### src/rtl/pipe_pkg.sv
// Shared constants for inter-stage pipeline registers: bubble instruction,
// reset PC and the control-state encoding (bit0 = main valid, bit1 = skid valid).
package pipe_pkg;

  // Bubble instruction; switch to 32'h0000_0013 for the canonical RISC-V addi x0,x0,0.
  localparam logic [31:0] PIPE_NOP_INSTR = 32'h0000_0000;
  localparam logic [31:0] PIPE_RESET_PC  = 32'hFFFF_FFFC;

  localparam int unsigned STATE_WIDTH = 2;

  localparam logic [STATE_WIDTH-1:0] EMPTY = 2'b00;
  localparam logic [STATE_WIDTH-1:0] FULL1 = 2'b01;
  localparam logic [STATE_WIDTH-1:0] FULL2 = 2'b11;

  // Decoded occupancy helpers; the state encoding doubles as the valid bits.
  function automatic logic state_main_valid(input logic [STATE_WIDTH-1:0] s);
    return s[0];
  endfunction

  function automatic logic state_skid_valid(input logic [STATE_WIDTH-1:0] s);
    return s[1];
  endfunction

endpackage

### src/rtl/pipe_entry_reg.sv
// One pipeline entry (instruction, PC, payload) with load, bubble and clear.
// Priority: clear > bubble > load; bubble replaces only the instruction.
module pipe_entry_reg
  import pipe_pkg::*;
#(
  parameter int unsigned              INSTR_WIDTH   = 32,
  parameter int unsigned              PC_WIDTH      = 32,
  parameter int unsigned              PAYLOAD_WIDTH = 64,
  parameter logic [INSTR_WIDTH-1:0]   NOP_INSTR     = INSTR_WIDTH'(PIPE_NOP_INSTR),
  parameter logic [PC_WIDTH-1:0]      RESET_PC      = PC_WIDTH'(PIPE_RESET_PC)
) (
  input  logic                     clk,
  input  logic                     rst_n,
  input  logic                     load,
  input  logic                     bubble,
  input  logic                     clear,
  input  logic [INSTR_WIDTH-1:0]   d_instr,
  input  logic [PC_WIDTH-1:0]      d_pc,
  input  logic [PAYLOAD_WIDTH-1:0] d_payload,
  output logic [INSTR_WIDTH-1:0]   q_instr,
  output logic [PC_WIDTH-1:0]      q_pc,
  output logic [PAYLOAD_WIDTH-1:0] q_payload
);

  always_ff @(posedge clk or negedge rst_n) begin
    if (!rst_n) begin
      q_instr   <= NOP_INSTR;
      q_pc      <= RESET_PC;
      q_payload <= '0;
    end else if (clear) begin
      q_instr   <= NOP_INSTR;
      q_pc      <= RESET_PC;
      q_payload <= '0;
    end else if (bubble) begin
      q_instr   <= NOP_INSTR;
    end else if (load) begin
      q_instr   <= d_instr;
      q_pc      <= d_pc;
      q_payload <= d_payload;
    end
  end

endmodule

### src/rtl/pipeline_skid_reg.sv
// Inter-stage pipeline register with valid/ready handshake and a 2-entry skid
// buffer, global BUSY_WAIT freeze, synchronous FLUSH and a saturating stall counter.
module pipeline_skid_reg
  import pipe_pkg::*;
#(
  parameter int unsigned              INSTR_WIDTH   = 32,
  parameter int unsigned              PC_WIDTH      = 32,
  parameter int unsigned              PAYLOAD_WIDTH = 64,
  parameter logic [INSTR_WIDTH-1:0]   NOP_INSTR     = INSTR_WIDTH'(PIPE_NOP_INSTR),
  parameter logic [PC_WIDTH-1:0]      RESET_PC      = PC_WIDTH'(PIPE_RESET_PC),
  parameter int unsigned              CNT_WIDTH     = 16
) (
  input  logic                     CLK,
  input  logic                     RESET,
  input  logic                     BUSY_WAIT,
  input  logic                     FLUSH,
  input  logic                     IN_VALID,
  output logic                     IN_READY,
  input  logic [INSTR_WIDTH-1:0]   IN_INSTRUCTION,
  input  logic [PC_WIDTH-1:0]      IN_PC,
  input  logic [PAYLOAD_WIDTH-1:0] IN_PAYLOAD,
  output logic                     OUT_VALID,
  input  logic                     OUT_READY,
  output logic [INSTR_WIDTH-1:0]   OUT_INSTRUCTION,
  output logic [PC_WIDTH-1:0]      OUT_PC,
  output logic [PAYLOAD_WIDTH-1:0] OUT_PAYLOAD,
  output logic [CNT_WIDTH-1:0]     STALL_COUNT
);

  logic [STATE_WIDTH-1:0]   state;
  logic [STATE_WIDTH-1:0]   state_next;
  logic                     main_valid;
  logic                     skid_valid;
  logic                     in_fire;
  logic                     out_fire;
  logic                     main_load;
  logic                     main_bubble;
  logic                     main_from_skid;
  logic                     skid_load;
  logic                     skid_clear;
  logic                     stall_inc;
  logic [CNT_WIDTH-1:0]     stall_cnt;

  logic [INSTR_WIDTH-1:0]   skid_instr;
  logic [PC_WIDTH-1:0]      skid_pc;
  logic [PAYLOAD_WIDTH-1:0] skid_payload;
  logic [INSTR_WIDTH-1:0]   main_d_instr;
  logic [PC_WIDTH-1:0]      main_d_pc;
  logic [PAYLOAD_WIDTH-1:0] main_d_payload;

  assign main_valid = state_main_valid(state);
  assign skid_valid = state_skid_valid(state);

  // Ready depends only on local state and the freeze, never on OUT_READY.
  assign IN_READY = ~skid_valid & ~BUSY_WAIT;
  assign in_fire  = IN_VALID & IN_READY;
  assign out_fire = main_valid & OUT_READY & ~BUSY_WAIT;

  always_ff @(posedge CLK or negedge RESET) begin
    if (!RESET) begin
      state <= EMPTY;
    end else begin
      state <= state_next;
    end
  end

  // Next-state and entry-register control.
  always_comb begin
    state_next     = state;
    main_load      = 1'b0;
    main_bubble    = 1'b0;
    main_from_skid = 1'b0;
    skid_load      = 1'b0;
    skid_clear     = 1'b0;
    if (FLUSH) begin
      state_next  = EMPTY;
      main_bubble = 1'b1;
      skid_clear  = 1'b1;
    end else begin
      case (state)
        EMPTY: begin
          if (in_fire) begin
            state_next = FULL1;
            main_load  = 1'b1;
          end
        end
        FULL1: begin
          if (in_fire && out_fire) begin
            main_load = 1'b1;
          end else if (in_fire) begin
            state_next = FULL2;
            skid_load  = 1'b1;
          end else if (out_fire) begin
            state_next  = EMPTY;
            main_bubble = 1'b1;
          end
        end
        FULL2: begin
          if (out_fire) begin
            state_next     = FULL1;
            main_load      = 1'b1;
            main_from_skid = 1'b1;
            skid_clear     = 1'b1;
          end
        end
        default: begin
          state_next  = EMPTY;
          main_bubble = 1'b1;
          skid_clear  = 1'b1;
        end
      endcase
    end
  end

  always_comb begin
    main_d_instr   = IN_INSTRUCTION;
    main_d_pc      = IN_PC;
    main_d_payload = IN_PAYLOAD;
    if (main_from_skid) begin
      main_d_instr   = skid_instr;
      main_d_pc      = skid_pc;
      main_d_payload = skid_payload;
    end
  end

  pipe_entry_reg #(
    .INSTR_WIDTH   (INSTR_WIDTH),
    .PC_WIDTH      (PC_WIDTH),
    .PAYLOAD_WIDTH (PAYLOAD_WIDTH),
    .NOP_INSTR     (NOP_INSTR),
    .RESET_PC      (RESET_PC)
  ) u_main (
    .clk       (CLK),
    .rst_n     (RESET),
    .load      (main_load),
    .bubble    (main_bubble),
    .clear     (1'b0),
    .d_instr   (main_d_instr),
    .d_pc      (main_d_pc),
    .d_payload (main_d_payload),
    .q_instr   (OUT_INSTRUCTION),
    .q_pc      (OUT_PC),
    .q_payload (OUT_PAYLOAD)
  );

  pipe_entry_reg #(
    .INSTR_WIDTH   (INSTR_WIDTH),
    .PC_WIDTH      (PC_WIDTH),
    .PAYLOAD_WIDTH (PAYLOAD_WIDTH),
    .NOP_INSTR     (NOP_INSTR),
    .RESET_PC      (RESET_PC)
  ) u_skid (
    .clk       (CLK),
    .rst_n     (RESET),
    .load      (skid_load),
    .bubble    (1'b0),
    .clear     (skid_clear),
    .d_instr   (IN_INSTRUCTION),
    .d_pc      (IN_PC),
    .d_payload (IN_PAYLOAD),
    .q_instr   (skid_instr),
    .q_pc      (skid_pc),
    .q_payload (skid_payload)
  );

  assign OUT_VALID = main_valid;

  // Saturating count of cycles where a held item was not drained.
  assign stall_inc = main_valid & (~OUT_READY | BUSY_WAIT) & ~FLUSH;

  always_ff @(posedge CLK or negedge RESET) begin
    if (!RESET) begin
      stall_cnt <= '0;
    end else if (stall_inc && (stall_cnt != {CNT_WIDTH{1'b1}})) begin
      stall_cnt <= stall_cnt + CNT_WIDTH'(1);
    end
  end

  assign STALL_COUNT = stall_cnt;

endmodule

### config.mk
export PLATFORM = sky130hd
export DESIGN_NAME = pipeline_skid_reg
export DESIGN_NICKNAME = d
export VERILOG_FILES = /design/src/rtl/pipe_pkg.sv /design/src/rtl/pipe_entry_reg.sv /design/src/rtl/pipeline_skid_reg.sv
export SDC_FILE = /design/constraint.sdc
export NUM_CORES = 1
export LEC_CHECK = 0
export ABC_AREA = 1
export CORE_ASPECT_RATIO = 0.9
export CORE_MARGIN = 2
export CORE_UTILIZATION = 40
export DETAILED_ROUTE_END_ITERATION = 8
export PLACE_DENSITY = 0.65
export SLEW_MARGIN = 10
export SYNTH_ARGS = -nofsm -noshare
export SYNTH_HDL_FRONTEND = slang
export SYNTH_SLANG_ARGS = --single-unit
### constraint.sdc
create_clock -name CLK -period 2.4 [get_ports CLK]
set_input_delay 0.48 -clock CLK [delete_from_list [all_inputs] [get_ports CLK]]
set_output_delay 0.48 -clock CLK [all_outputs]
set_load 0.01 [all_outputs]
==> summary.md <==
| Metric | Value |
|---|---|
| Global-route wire length before repair | 61,200 µm |
| Leakage power | 9.04 nW |
| Global-route usage over all layers | 22.6% |
| Max-slew headroom | 57.5% |
| Design Power | 15.6 mW |
| Number of violations reported at the end of detailed-routing iteration 0 | 836 |
| Count of buffers added by post-CTS timing repair for setup | 0 |
| Routed vias/inst | 4.88 |
| Syn-to-layout area delta | 35.0% |
| Final WS setup | 0.221 ns |
| Cell Rows | 62 |
| Parity-gate share of the synthesized area counting xor and xnor cells | 0.544% |
| Hold WC Path Type | reg2reg |
| Data required time of the worst path | 1.92 ns |
| Final-report max-slew violation count | 0 |
| Power density normalized to cell area | 896 mW/mm² |
| Number of endpoints with negative hold slack in the final report | 0 |
| TritonCTS clock tree | done |
| Buffers on Ports | 279 |
| Largest voltage drop on the vdd net | 0.604 mV |
| Crit-path max cell delay | 0.64 ns |
| Initial antenna violation count | 5 |
| Post-layout instance count excluding filler cells | 2,411 |
| Maximum achievable frequency | 459 MHz |
| Chip height | 174 µm |
| Net total in the final layout | 2,105 |
| Simple logic cell fraction of the synthesized area | 38.9% |
| Buffers and inverters on the worst path | 1 |
| Critical path's top delay family | buffers and inverters |
| Cell count after synthesis | 1,716 |
| Setup repair after global routing missed its margin | no |
| Post-synthesis mux area share | 0% |
| Post-detailed-route count of antenna-violating nets | 0 |
| Synth Area in Compound Gates | 1.44% |
| Capturing element type of the critical path | output pin |
| Hold slack | 0.462 ns |
| Crit path cell chain | clkdlybuf4s50_1 |
| Pin slew with the least headroom to its limit | 0.637 ns |
| Max stage delay cell, worst path | sky130_fd_sc_hd__clkdlybuf4s50_1 |
| Adder and majority gate portion of the synthesized area | 0.486% |
| Post-Route WL | 37,700 µm |
| Data arrival time of the worst path | 1.70 ns |
| Placed cell area | 0.0163 mm² |
| Maximum number of buffers from clock root to sink | 3 |
| Maximum number of pins on one net before global-route repair | 81 |
| Pre-CTS setup slack | 0.0400 ns |
| Post-route DRC violation count | 0 |
| Number of nets produced by synthesis | 1,855 |
| Grt ovf | 0 |
| Final core area utilization | 54.7% |
| Skew final | 0.00795 ns |
| Maximum fanout count along the critical path | 9 |
| Vias after detailed routing | 11,800 |
| HPWL Detailed | 24,600 µm |
| Share of post-route cells with drive strength above 1 | 8.19% |
| Part of the Yosys area used for sequential elements | 53.8% |
| Sort of element at the start of the critical path | register |
| Fill count | 2,968 |
| Total iterations of the first detailed-routing run | 5 |
| Final critical delay including setup and external delays | 2.18 ns |
| Clock-pin transition on the worst setup and hold timing paths | 0.06 ns |
| Syn avg cell area | 7.51 µm² |
| Result of the run | finished clean |
| Number of storage elements in the synthesis netlist | 274 |
| Register Area | 0.00693 mm² |
| Area of combinational cells with multiple inputs | 0.00538 mm² |
| Final cycle utilization of the critical path | 90.8% |
| Final-report setup violation count | 0 |
| Floorplan die area | 0.0337 mm² |
| Cell total after placement | 2,348 |
| Ys Warns | 0 |
| Initial Utilization | 40.5% |
| Depth of the CTS H-tree | 1 |
| Placeable Area | 0.0318 mm² |
| Cts bufs inserted | 31 |
| Category of the most critical setup path | reg2out |
| # IOs | 280 |
| Dominant combinational cell family by area after synthesis | simple AND/OR/NAND/NOR gates |
| Clock insertion delay at the later pin of the skew report | 0.55 ns |
| Post-synth cell types | 26 |
| Average wire per cell in the routed design | 15.6 µm |
| Sum of negative setup slack | 0 ns |
| Vias in the first global route | 11,400 |
| Total clock sinks | 274 |
| Cell area after synthesis | 0.0129 mm² |
| Count of max-cap constraint violations | 0 |
| Final instance area | 0.0174 mm² |
| Width of the die | 193 µm |
| Routability congestion estimate from global placement | 0.824 |
| Buffer type at the clock tree root | sky130_fd_sc_hd__clkbuf_16 |
==> area by class of cell <==
cell class	instances	area share, %
inverter	26	0.561
tap	416	2.99
multi-input combinational	1312	30.9
sequential	274	39.9
clock inverter	9	0.827
clock buffer	48	5.17
antenna	5	0.0719
timing repair buffer	321	19.6
==> sequential cells by signal, summed over array words and instances (netlist names) <==
name and cells:
u_skid.q_pc 32, u_main.q_pc 32, u_skid.q_payload 64, STALL_COUNT 16, state 2, u_main.q_payload 64
u_main.q_instr 32, u_skid.q_instr 32
==> final timing paths <==
path / cells past startpoint / from / slack, ns / end
max in group asynchronous: 3 / RESET / 1.13 / u_main.q_pc[27]$_DFFE_PN1P_
worst min register to register: 2 / u_main.q_pc[11]$_DFFE_PN1P_ / 0.46 / u_main.q_pc[11]$_DFFE_PN1P_
worst min-delay path: 2 / u_main.q_pc[11]$_DFFE_PN1P_ / 0.46 / u_main.q_pc[11]$_DFFE_PN1P_
worst max-delay path: 1 / state[0]$_DFFE_PN0P_ / 0.22 / OUT_VALID
min in group asynchronous: 2 / RESET / 0.50 / u_main.q_instr[19]$_DFFE_PN0P_
worst max register to register: 9 / state[0]$_DFFE_PN0P_ / 0.33 / u_main.q_payload[43]$_DFFE_PN0P_
==> timing repair <==
action                                 CTS  global route
gates resized for setup                  0             1
setup endpoints to repair                0             1
endpoints found under the hold margin   41             0
hold buffers                             1             0
==> cell usage after synthesis (all sizes together) <==
library cell | number | area share (%)
nand2 | 1046 | 30
dfrtp | 214 | 42
nand3 | 174 | 6.8
buf | 78 | 3.3
dfstp | 60 | 12
a21oi | 30 | 1.2
nor2 | 30 | 0.95
clkbuf | 26 | 0.76
inv | 26 | 0.76
nand4 | 8 | 0.39
o21ai | 7 | 0.27
ha | 5 | 0.49
xor2 | 5 | 0.34
xnor2 | 3 | 0.20
nor3 | 2 | 0.12
nand3b | 1 | 0.058
or2 | 1 | 0.049
==> report_power, final <==
group	internal [mW]	leakage, nW	total (mW)	switching (mW)
clock network	2.98	0.512	4.83	1.85
registers	5.73	3.51	6.35	0.613
logic	2.21	5.02	4.41	2.20
total	10.9	9.04	15.6	4.66
==> per-layer routing <==
metal | track usage (%) | wire, µm | vias to the layer above
met2 | 35.1 | 17100 | 358
met5 | 0 | 0 | -
met4 | 7.86 | 1190 | 0
met3 | 4.10 | 2490 | 71
li1 | - | - | 5829
met1 | 31.8 | 16900 | 5519
==> worst min-delay path, delay by kind of cell, from the launching register on <==
family | cells | cell delay, ns
flops | 1 | 0.36
simple gates | 2 | 0.09
==> cells by family after synthesis <==
group | after synthesis
compound gates | 37
flops | 274
buf+inv | 130
simple gates | 1262
xor+xnor | 8
fa+ha+maj | 5
==> cells in the final DEF (no fill, tap or decap), types with 8 or more instances in the layout <==
cell type                         count
sky130_fd_sc_hd__clkdlybuf4s50_1    277
sky130_fd_sc_hd__nor2_1              24
sky130_fd_sc_hd__buf_12              23
sky130_fd_sc_hd__dfrtp_1            214
sky130_fd_sc_hd__clkbuf_1            11
sky130_fd_sc_hd__buf_4               18
sky130_fd_sc_hd__dfstp_2             60
sky130_fd_sc_hd__nand3_1            171
sky130_fd_sc_hd__a21oi_1             30
sky130_fd_sc_hd__clkbuf_16           31
sky130_fd_sc_hd__nand4_1              8
sky130_fd_sc_hd__nand2_1           1045
sky130_fd_sc_hd__inv_1               22
Power figures use the tool's default switching activity.
